File: src/rtl/bike_pkg.sv
// Shared bike-computer definitions: divider width, bit-counter width and FSM states.
package bike_pkg;
   localparam int DIV_WIDTH = 16;
   localparam int DIV_CNT_W = $clog2(DIV_WIDTH);

   typedef enum logic [1:0] {
      IDLE = 2'd0,
      CALC = 2'd1,
      DONE = 2'd2
   } div_state_t;
endpackage

File: src/rtl/seq_divider.sv
// Shared restoring divider, one quotient bit per clock; responder side of the
// start/busy/ready handshake used by the speed and trip-statistics clients.
import bike_pkg::*;

module seq_divider #(
   parameter int WIDTH = DIV_WIDTH
) (
   input  logic             clk,
   input  logic             rst,
   input  logic             start,
   input  logic [WIDTH-1:0] dividend,
   input  logic [WIDTH-1:0] divisor,
   output logic [WIDTH-1:0] quotient,
   output logic [WIDTH-1:0] remainder,
   output logic             busy,
   output logic             ready,
   output logic             div_zero
);
   localparam int CW = $clog2(WIDTH);

   div_state_t       state;
   logic [WIDTH-1:0] pr;    // partial remainder
   logic [WIDTH-1:0] dq;    // dividend bits shift out, quotient bits shift in
   logic [WIDTH-1:0] dvs;
   logic             dvz;
   logic [CW-1:0]    cnt;

   logic [WIDTH:0]   shifted;
   logic             ge;
   logic [WIDTH-1:0] pr_nxt;
   logic [WIDTH-1:0] q_nxt;

   // The difference is taken only when it is non-negative, where it is always
   // below 2^WIDTH, so a WIDTH-bit subtract is exact on that path.
   always_comb begin
      shifted = {pr, dq[WIDTH-1]};
      ge      = (shifted >= {1'b0, dvs});
      pr_nxt  = ge ? (shifted[WIDTH-1:0] - dvs) : shifted[WIDTH-1:0];
      q_nxt   = {dq[WIDTH-2:0], ge};
   end

   always_ff @(posedge clk or posedge rst) begin
      if (rst) begin
         state     <= IDLE;
         busy      <= 1'b0;
         ready     <= 1'b0;
         div_zero  <= 1'b0;
         quotient  <= '0;
         remainder <= '0;
         pr        <= '0;
         dq        <= '0;
         dvs       <= '0;
         dvz       <= 1'b0;
         cnt       <= '0;
      end else begin
         case (state)
            IDLE: begin
               if (start) begin
                  dq    <= dividend;
                  dvs   <= divisor;
                  dvz   <= (divisor == '0);
                  pr    <= '0;
                  cnt   <= CW'(WIDTH - 1);
                  busy  <= 1'b1;
                  state <= CALC;
               end
            end
            CALC: begin
               pr <= pr_nxt;
               dq <= q_nxt;
               if (cnt == '0) begin
                  quotient  <= q_nxt;
                  remainder <= pr_nxt;
                  div_zero  <= dvz;
                  busy      <= 1'b0;
                  ready     <= 1'b1;
                  state     <= DONE;
               end else begin
                  cnt <= cnt - 1'b1;
               end
            end
            DONE: begin
               // A level-held start must not retrigger; wait for it to drop.
               if (!start) begin
                  ready <= 1'b0;
                  state <= IDLE;
               end
            end
            default: state <= IDLE;
         endcase
      end
   end
endmodule

File: config.mk
export PLATFORM = sky130hd
export DESIGN_NAME = seq_divider
export DESIGN_NICKNAME = d
export VERILOG_FILES = /design/src/rtl/bike_pkg.sv /design/src/rtl/seq_divider.sv
export SDC_FILE = /design/constraint.sdc
export NUM_CORES = 1
export LEC_CHECK = 0
export CAP_MARGIN = 20
export CORE_ASPECT_RATIO = 2
export CORE_MARGIN = 4
export CORE_UTILIZATION = 50
export CTS_CLUSTER_DIAMETER = 150
export CTS_CLUSTER_SIZE = 40
export DETAILED_ROUTE_END_ITERATION = 10
export MAX_ROUTING_LAYER = met4
export PLACE_DENSITY = 0.78
export SETUP_SLACK_MARGIN = 0.5
export SLEW_MARGIN = 40
export SYNTH_ARGS = -nofsm -noshare
export SYNTH_HDL_FRONTEND = slang
export SYNTH_SLANG_ARGS = --single-unit
File: constraint.sdc
create_clock -name clk -period 5.85 [get_ports clk]
set_input_delay 0.8775 -clock clk [delete_from_list [all_inputs] [get_ports clk]]
set_output_delay 0.8775 -clock clk [all_outputs]
set_load 0.02 [all_outputs]
==> results of run 1 <==
==> worst min path at each step <==
| stage | from | depth (start not counted) | end |
|---|---|---|---|
| floorplan | dvz | 2 | div_zero |
| global placement | dvz | 2 | div_zero |
| detailed placement | quotient[7] | 2 | quotient[7] |
| CTS | quotient[7] | 2 | quotient[7] |
| global route | dvz | 2 | div_zero |
| finish | quotient[7] | 2 | quotient[7] |
==> through the flow <==
stage,hold WS (ns),worst slack [ns]
global route,0.513,2.27
finish,0.475,2.48
CTS,0.478,2.49
global placement,0.453,2.63
detailed placement,0.462,2.57
floorplan,0.439,2.64
==> layer usage <==
metal | GRT usage (%) | routed length, um | share of wire (%) | vias to the layer above
met2 | 46.3 | 7600 | 58 | 99
met5 | - | 0 | 0 | -
met4 | 11.8 | 450 | 3.5 | 0
met1 | 25.6 | 4470 | 34 | 1945
li1 | - | - | - | 1898
met3 | 4.34 | 499 | 3.8 | 28
==> cells by family (layout without fill, tap and decap cells) <==
family,Yosys count,count (layout),share of synthesized area [%]
buf+inv,54,120,4.58
mux,26,26,5.61
compound gates,134,134,18.4
fa+ha+maj,18,18,4.95
flops,90,90,47.9
simple gates,182,182,17.1
xor+xnor,8,8,1.49
==> worst max-delay path, stage by stage (launching register included) <==
cell and delay [ns]:
dfrtp_1 0.39, inv_1 0.09, ha_1 0.18, inv_1 0.06
fa_1 0.42, a211oi_1 0.27, o21bai_1 0.17, o41ai_4 0.46
o21ai_0 0.28, a311oi_1 0.54, mux2_2 0.27, o21ai_0 0.10
==> power by group through the flow <==
stage / combinational (uW) / sequential, uW / clock [uW]
6_report: 2500 / 1180 / 673
3_5_place_dp: 2460 / 1180 / 0
4_1_cts: 2500 / 1180 / 678
2_1_floorplan: 1650 / 1230 / 0
5_1_grt: 2770 / 1210 / 704
3_3_place_gp: 2390 / 1170 / 0
==> registers in the layout, indices dropped and copies added, names as in the netlist <==
| register | count |
|---|---|
| ready | 1 |
| div_zero | 1 |
| dvz | 1 |
| dvs | 16 |
| pr | 16 |
| dq | 16 |
| state | 2 |
| cnt | 4 |
| quotient | 16 |
| remainder | 16 |
| busy | 1 |
==> cell usage in the layout (no fill, tap or decap), types with 2 or more instances in the layout <==
cell type and count:
a31oi_1 4, and4_1 2, clkbuf_8 2, mux2_2 2, nand3b_1 3, nand2b_1 4
nor4_1 6, nand2_1 119, a21o_1 4, nor3_1 6, xnor2_1 6, o21ai_1 2
dfrtp_1 90, a211oi_2 2, and3_1 2, o21ai_0 66, inv_1 28, nand4_1 2
a211o_1 2, a211oi_1 2, buf_4 7, o31ai_1 4, a21oi_1 19, clkdlybuf4s50_1 69
a22oi_1 2, o21a_1 4, a32oi_1 2, nand3_1 2, o2111ai_1 2, bufinv_16 3
clkbuf_16 9, xor2_1 2, clkinv_4 2, nor2_1 22, mux2i_1 23, ha_1 17
nor2b_1 4, o21bai_1 3
==> area by class of cell <==
class	count	share of cell area [%]
Clock buffer	11	4.33
Tap cell	102	2.19
Timing Repair Buffer	76	12.7
Multi-Input combinational cell	368	38.5
Sequential cell	90	38.6
Clock inverter	4	1.69
Inverter	29	1.95
==> metrics.md, run 1 <==
| Metric | Value |
|---|---|
| Clock-pin slew on the worst setup and hold paths | 0.06 ns |
| Clock buffer depth | 2 |
| Row cnt | 49 |
| CP max FO | 6 |
| Vias | 3970 |
| Final setup TNS | 0 ns |
| ANT nets after route | 0 |
| WL/cell | 19.2 um |
| #FFs+latches synth | 90 |
| DP Wirelength | 9.56 mm |
| DP Area | 5480 sq um |
| Die H | 145 um |
| Worst Max-Slew Pin Slew | 0.699 ns |
| Synth cell count leaders | nand2_1 (119), dfrtp_1 (90), o21ai_0 (66) |
| Syn avg cell area | 9.19 sq um |
| Status | finished clean |
| Crit path from | dq[15] |
| Crit Path Category | register to register |
| Internal reg-to-reg setup slack | 2.48 ns |
| Synth top area cells | dfrtp_1 (48%), nand2_1 (9.5%), o21ai_0 (7.0%) |
| Synth Flop Type | dfrtp_1 |
| Internal | 2410 uW |
| CP required | 6.04 ns |
| Post-route DRC | 0 |
| Grt ovf | 0 |
| Sw Share | 44.7% |
| Register area | 2250 sq um |
| CTS Hold Bufs | 0 |
| CTS sink count | 90 |
| Final WL | 13.0 mm |
| Die area | 11100 sq um |
| Final instance count without filler cells | 680 |
| Initial Util | 51.8% |
| Post-CTS sizing | 0 |
| Layout cell share with drive strength beyond 1 | 6.75% |
| Yosys warning total | 0 |
| RSZ-0062 raised after global routing | false |
| Tmin final | 3.37 ns |
| Nets | 627 |
| Pwr Total | 4350 uW |
| Iter 0 DRT Violations | 194 |
| IO Count | 70 |
| Hold violation total from the final report | 0 |
| Filler cells | 757 |
| DR vias/cell | 5.84 |
| Synth unique cells | 62 |
| Maximum resistive drop on vdd | 421 uV |
| Post-synth top area share | 47.9% |
| Crit end category | register |
| H-tree depth | 3 |
| Routability cong. | 0.881 |
| Mapped Cells | 512 |
| Design Area, Final | 5840 sq um |
| Final worst path period share | 57.5% |
| Final Util | 64.3% |
| Worst Hold Class | register to register |
| Critical path launch point type | register |
| # Post-CTS Setup Buffers | 0 |
| Die width | 76.6 um |
| Reg power frac | 27.1% |
| Synth async-reset ratio | 100% |
| Cts bufs inserted | 9 |
| Leading area contributor after synthesis | dfrtp_1 |
| Drt pass-1 iters | 4 |
| Final setup skew | 0.00724 ns |
| Syn_nets | 565 |
| Post-synth EDFFs | 0 |
| Core region area | 9070 sq um |
| Total track usage | 25.3% |
| Setup crit end | pr[12] |
| Initial antenna violation count | 0 |
| Layout area overhead | 24.1% |
| Headroom to the max-slew limit | 52.8% |
| Pwr Density | 745 nW/um^2 |
| Max cap viols | 0 |
| Port Buf Inserts | 69 |
| F_max | 297 MHz |
| FF-to-FF Start | dq[15] |
| Final setup viols | 0 |
| Reg2reg path depth | 11 |
| R2r endpoint | pr[12] |
| CTS tree | yes |
| Post-synthesis sequential area ratio | 47.9% |
| Worst-Skew Late Latency | 0.34 ns |
| Placed Instances | 665 |
| P_leak | 0.00258 uW |
| Clock network fraction of design power | 15.5% |
| Comb power frac | 57.4% |
| Total inserted antenna cells | 0 |
| Max-slew violation count | 0 |
| Largest net degree at the start of global routing | 55 |
| Vias in the first global route | 4181 |
| Switching power | 1940 uW |
| Area of the multi-input gates | 2250 sq um |
| CP Data Arrival Time | 3.56 ns |
| First-pass GRT wire length | 21.4 mm |
| Most common cell in the synthesized netlist | nand2_1 |
| Cell at the root of the clock tree | clkbuf_16 |
| Mapped Area | 4700 sq um |
No activity file was read; power rests on OpenSTA's default activity.
==> inputs of run 2 (changes only) <==
Clock period 5.85 ns to 3.3 ns, I/O delays scaled along.
==> metrics.md, run 2 (synthesized netlist as in run 1, its figures left out) <==
| Metric | Value |
|---|---|
| Status | finished clean |
| CTS tree | yes |
| Die area | 11100 sq um (unchanged) |
| Initial antenna violation count | 0 (unchanged) |
| CTS Hold Bufs | 0 (unchanged) |
| Drt pass-1 iters | 4 (unchanged) |
| CP required | 3.53 ns (-2.51 ns) |
| Crit end category | register |
| Total inserted antenna cells | 0 (unchanged) |
| CP Data Arrival Time | 2.99 ns (-0.57 ns) |
| Layout area overhead | 29.6% |
| Hold path cells | 2 (unchanged) |
| CP max FO | 3 (-3) |
| Initial Util | 51.8% (unchanged) |
| CTS sink count | 90 (unchanged) |
| Post-route DRC | 0 (unchanged) |
| Grt ovf | 0 (unchanged) |
| Crit path cell chain | inv_2 > ha_4 > inv_1 > fa_2 > a211oi_2 > o21bai_2 > o41ai_4 > buf_4 > o21bai_4 > a211oi_4 > o32ai_2 > mux2_4 |
| Routability cong. | 0.878 (-0.33%) |
| Final setup skew | 0.00674 ns (-0.000498 ns) |
| ANT nets after route | 0 (unchanged) |
| Final setup viols | 0 (unchanged) |
| Clock-pin slew on the worst setup and hold paths | 0.06 ns (about the same) |
| Iter 0 DRT Violations | 217 (+12%) |
| Worst Hold Class | register to register |
| First-pass GRT wire length | 22.0 mm (+2.6%) |
| DR vias/cell | 5.84 (about the same) |
| Placed Instances | 679 (+2.1%) |
| Layout cell share with drive strength beyond 1 | 12.2% (+5.5 points) |
| Clock buffer depth | 2 (unchanged) |
| R2r endpoint | remainder[10] |
| Port Buf Inserts | 69 (unchanged) |
| Cts bufs inserted | 9 (unchanged) |
| Core region area | 9070 sq um (unchanged) |
| Most frequent cells in the layout | nand2_1 (119), dfrtp_1 (90), clkdlybuf4s50_1 (69) |
| Row cnt | 49 (unchanged) |
| Vias in the first global route | 4358 (+4.2%) |
| Max stage delay on crit path | 0.38 ns (-0.16 ns) |
| Most common cell after layout, fill and taps aside | nand2_1 |
| Final setup TNS | 0 ns (unchanged) |
| Nets | 647 (+3.2%) |
| Crit Path Category | register to register |
| Top Family by Delay on Critical Path | compound AO/OA/AOI/OAI gates |
| Headroom to the max-slew limit | 49.9% (-2.8 points) |
| Vias | 4087 (+2.9%) |
| Tmin final | 2.77 ns (-0.600 ns) |
| Cell at the root of the clock tree | clkbuf_16 |
| Internal reg-to-reg setup slack | 0.53 ns (-1.95 ns) |
| Final WL | 13.4 mm (+2.8%) |
| WHS | 0.477 ns (+0.00139 ns) |
| IO Count | 70 (unchanged) |
| Worst-Skew Late Latency | 0.34 ns (about the same) |
| Largest net degree at the start of global routing | 64 (+16%) |
| Critical path buffer and inverter count | 3 (+1) |
| Final worst path period share | 83.8% (+26 points) |
| Critical path launch point type | register |
| Max-slew violation count | 0 (unchanged) |
| Worst Max-Slew Pin Slew | 0.741 ns (+0.0420 ns) |
| Max cap viols | 0 (unchanged) |
| DP Wirelength | 9.80 mm (+2.5%) |
| Die width | 76.6 um (unchanged) |
| F_max | 361 MHz (+22%) |
| RSZ-0062 raised after global routing | false |
| Total track usage | 25.7% (+0.41 points) |
| Hold Path Sink | quotient[7] |
| Hold violation total from the final report | 0 (unchanged) |
| Hold Startpoint | quotient[7] |
| WL/cell | 19.1 um (-0.12%) |
| Slowest-stage cell, CP | dfrtp_1 |
| Final instance count without filler cells | 700 (+2.9%) |
| Reg2reg path depth | 12 (+1) |
| H-tree depth | 3 (unchanged) |
| FF-to-FF Start | dq[15] |
| Die H | 145 um (unchanged) |
## run 2: worst max-delay path by stage
stage | from | to | cells past startpoint | slack [ns]
floorplan | dq[15] | remainder[10] | 11 | 0.68
global placement | dq[15] | remainder[10] | 11 | 0.06
detailed placement | dq[15] | remainder[10] | 11 | 0.06
CTS | dq[15] | remainder[10] | 12 | 0.50
global route | dq[15] | remainder[10] | 12 | 0.47
finish | dq[15] | remainder[10] | 12 | 0.53
## run 2: area by class of cell
type | count | area, sq um
Fill cell | 717 | 2980
Inverter | 29 | 113
Clock inverter | 5 | 103
Multi-Input combinational cell | 368 | 2350
Tap cell | 102 | 128
Clock buffer | 10 | 239
Sequential cell | 90 | 2250
Timing Repair Buffer | 96 | 910
## run 2: metrics by stage
stage,area (sq um),setup WS [ns],util [%]
after CTS,6000,0.498,66.1
after global placement,5600,0.0603,61.7
after detailed placement,5600,0.0568,61.7
after floorplan,4710,0.680,-
after global routing,6100,0.474,67.2
final,6100,0.533,67.2
## run 2: what timing repair did
action,in CTS,in global routing
gates cloned,0,0
gates resized for setup,7,18
endpoints found under the setup margin,22,21
buffers inserted,4,2
pin swaps,7,9
## run 2: worst reg2reg max path, delay by kind of cell (launching register included)
kind / cells / cell delay (ns)
AO/OA/AOI/OAI: 6 / 1.14
adder cells (fa/ha/maj): 2 / 0.52
buffers and inverters: 3 / 0.35
flip-flops: 1 / 0.38
multiplexers: 1 / 0.28
## run 2: metal layers
metal | vias to the layer above | routed length (um) | global-route usage (%)
met5 | - | 0 | -
met4 | 0 | 734 | 15.1
met3 | 43 | 415 | 3.29
met2 | 117 | 7490 | 45.8
met1 | 2004 | 4750 | 26.6
li1 | 1923 | - | -
Power of run 2 is left out: the tool's default activity adds up to more than one toggle a clock period on the data nets, which glitch-free logic cannot reach.
==> inputs of run 3 (changes only) <==
Settings changed: CORE_UTILIZATION 50 to 49, PLACE_DENSITY 0.78 to 0.79.
Clock period 3.3 ns to 2.5 ns, I/O delays scaled along.
==> metrics.md, run 3 (synthesized netlist as in run 1, its figures left out) <==
| Metric | Value |
|---|---|
| Layout area overhead | 50.0% |
| Final setup viols | 30 (+30) |
| Port Buf Inserts | 69 (unchanged) |
| Vias in the first global route | 4740 (+8.8%) |
| CTS tree | yes |
| Cts bufs inserted | 9 (unchanged) |
| DP Wirelength | 10.3 mm (+5.3%) |
| Worst Setup Slack, final | -0.199 ns (-0.732 ns) |
| RSZ-0062 raised after global routing | true |
| Initial Util | 50.1% (-1.7 points) |
| Clock-pin slew on the worst setup and hold paths | 0.07 ns (about the same) |
| Crit end category | register |
| F_max | 371 MHz (+2.5%) |
| Row cnt | 50 (+2.0%) |
| Worst Hold Class | register to register |
| Crit path cell chain | inv_2 > ha_4 > inv_2 > fa_2 > a211oi_2 > o21bai_2 > o41ai_4 > buf_4 > o21bai_1 > a211oi_2 > o32ai_4 > mux2_4 |
| Max stage delay on crit path | 0.39 ns (about the same) |
| Layout cell share with drive strength beyond 1 | 27.7% (+16 points) |
| Final worst path period share | 108% (+24 points) |
| CP required | 2.73 ns (-0.80 ns) |
| Total inserted antenna cells | 0 (unchanged) |
| Clock buffer depth | 2 (unchanged) |
| Routability cong. | 0.917 (+4.5%) |
| Most common cell after layout, fill and taps aside | nand2_1 |
| Final WL | 14.9 mm (+12%) |
| ANT nets after route | 0 (unchanged) |
| Grt ovf | 0 (unchanged) |
| Worst Max-Slew Pin Slew | 0.738 ns (-0.00279 ns) |
| Critical path launch point type | register |
| Total track usage | 27.8% (+2.1 points) |
| Slowest-stage cell, CP | dfrtp_1 |
| CP Data Arrival Time | 2.93 ns (-0.06 ns) |
| Pre-CTS setup slack | -0.324 ns (-0.381 ns) |
| CP max FO | 4 (+1) |
| Die H | 147 um (+0.96%) |
| Iter 0 DRT Violations | 276 (+27%) |
| Cell at the root of the clock tree | clkbuf_16 |
| WL/cell | 19.2 um (+0.34%) |
| DR vias/cell | 5.78 (-0.98%) |
| Tmin final | 2.70 ns (-0.0684 ns) |
| Die area | 11300 sq um (+1.9%) |
| Die width | 77.3 um (+0.91%) |
| Largest net degree at the start of global routing | 32 (-50%) |
| Nets | 722 (+12%) |
| H-tree depth | 3 (unchanged) |
| Worst-Skew Late Latency | 0.35 ns (about the same) |
| Status | complete, but fails checks |
| Final setup TNS | -2.78 ns (-2.78 ns) |
| Initial antenna violation count | 0 (unchanged) |
| First-pass GRT wire length | 24.0 mm (+9.3%) |
| IO Count | 70 (unchanged) |
| Most frequent cells in the layout | nand2_1 (118), dfrtp_1 (89), buf_4 (85) |
| CTS sink count | 90 (unchanged) |
| Failing checks | negative setup slack |
| Post-route DRC | 0 (unchanged) |
| Drt pass-1 iters | 5 (+1) |
| Crit Path Category | register to register |
| Max cap viols | 0 (unchanged) |
| Max-slew violation count | 0 (unchanged) |
| Hold violation total from the final report | 0 (unchanged) |
| Top Family by Delay on Critical Path | compound AO/OA/AOI/OAI gates |
| Core region area | 9380 sq um (+3.4%) |
| Final setup skew | 0.00885 ns (+0.00211 ns) |
| Headroom to the max-slew limit | 50.7% (+0.78 points) |
| Vias | 4498 (+10%) |
| Critical path buffer and inverter count | 3 (unchanged) |
-- run 3: cell types whose count changed in the layout (fill, tap and decap cells not counted), moves of 8 or more --
cell | before | now
buf_4 | 25 | 85
buf_6 | 1 | 10
mux2i_1 | 22 | 14
mux2i_4 | 0 | 9
o21ai_0 | 62 | 38
o21ai_1 | 4 | 16
o21ai_2 | 2 | 13
-- run 3: final cells by class --
class / count / area (sq um)
multi-input combinational: 368 / 2680
fill: 616 / 2330
sequential: 90 / 2250
timing repair buffer: 171 / 1590
clock buffer: 9 / 225
tap: 104 / 130
inverter: 29 / 113
clock inverter: 7 / 70.1
-- run 3: per-layer routing --
layer	part of all wire, %	global-route usage, %	vias to the layer above
met2	54	49.1	184
li1	-	-	2088
met5	0	-	-
met3	4.6	3.58	66
met4	5.2	14.9	0
met1	36	29.7	2160
-- run 3: worst reg2reg max path: cells and delay by family, from the launching register on --
family	cells	cell delay, ns
AOI/OAI and AO/OA	6	1.13
DFF	1	0.39
buffers and inverters	3	0.32
adders and majority gates	2	0.48
muxes	1	0.27
-- run 3: final timing paths --
path | end | slack, ns | startpoint | cells past startpoint
max in group asynchronous | quotient[5] | 1.33 | rst | 3
max reg2reg | remainder[10] | -0.20 | dq[15] | 12
min reg2reg | quotient[1] | 0.48 | quotient[1] | 2
min in group asynchronous | dq[6] | 0.50 | rst | 2
min | quotient[1] | 0.48 | quotient[1] | 2
max | remainder[10] | -0.20 | dq[15] | 12
-- run 3: through the flow --
step / std cells / utilization [%] / hold slack [ns] / instance area, sq um
after floorplan: 512 / - / 0.439 / 4840
after global placement: 741 / 66.0 / 0.463 / 6190
after detailed placement: 743 / 66.2 / 0.462 / 6210
after CTS: 775 / 74.0 / 0.489 / 6940
after global routing: 778 / 75.2 / 0.502 / 7060
final: 778 / 75.2 / 0.483 / 7060
-- run 3: what timing repair did --
item,in CTS,in global routing
resized for setup,75,15
hold buffers,0,0
cloned,1,0
buffers inserted,15,3
pin swaps,33,13
endpoints found under the setup margin,34,37
Power of run 3 is left out for the same reason.
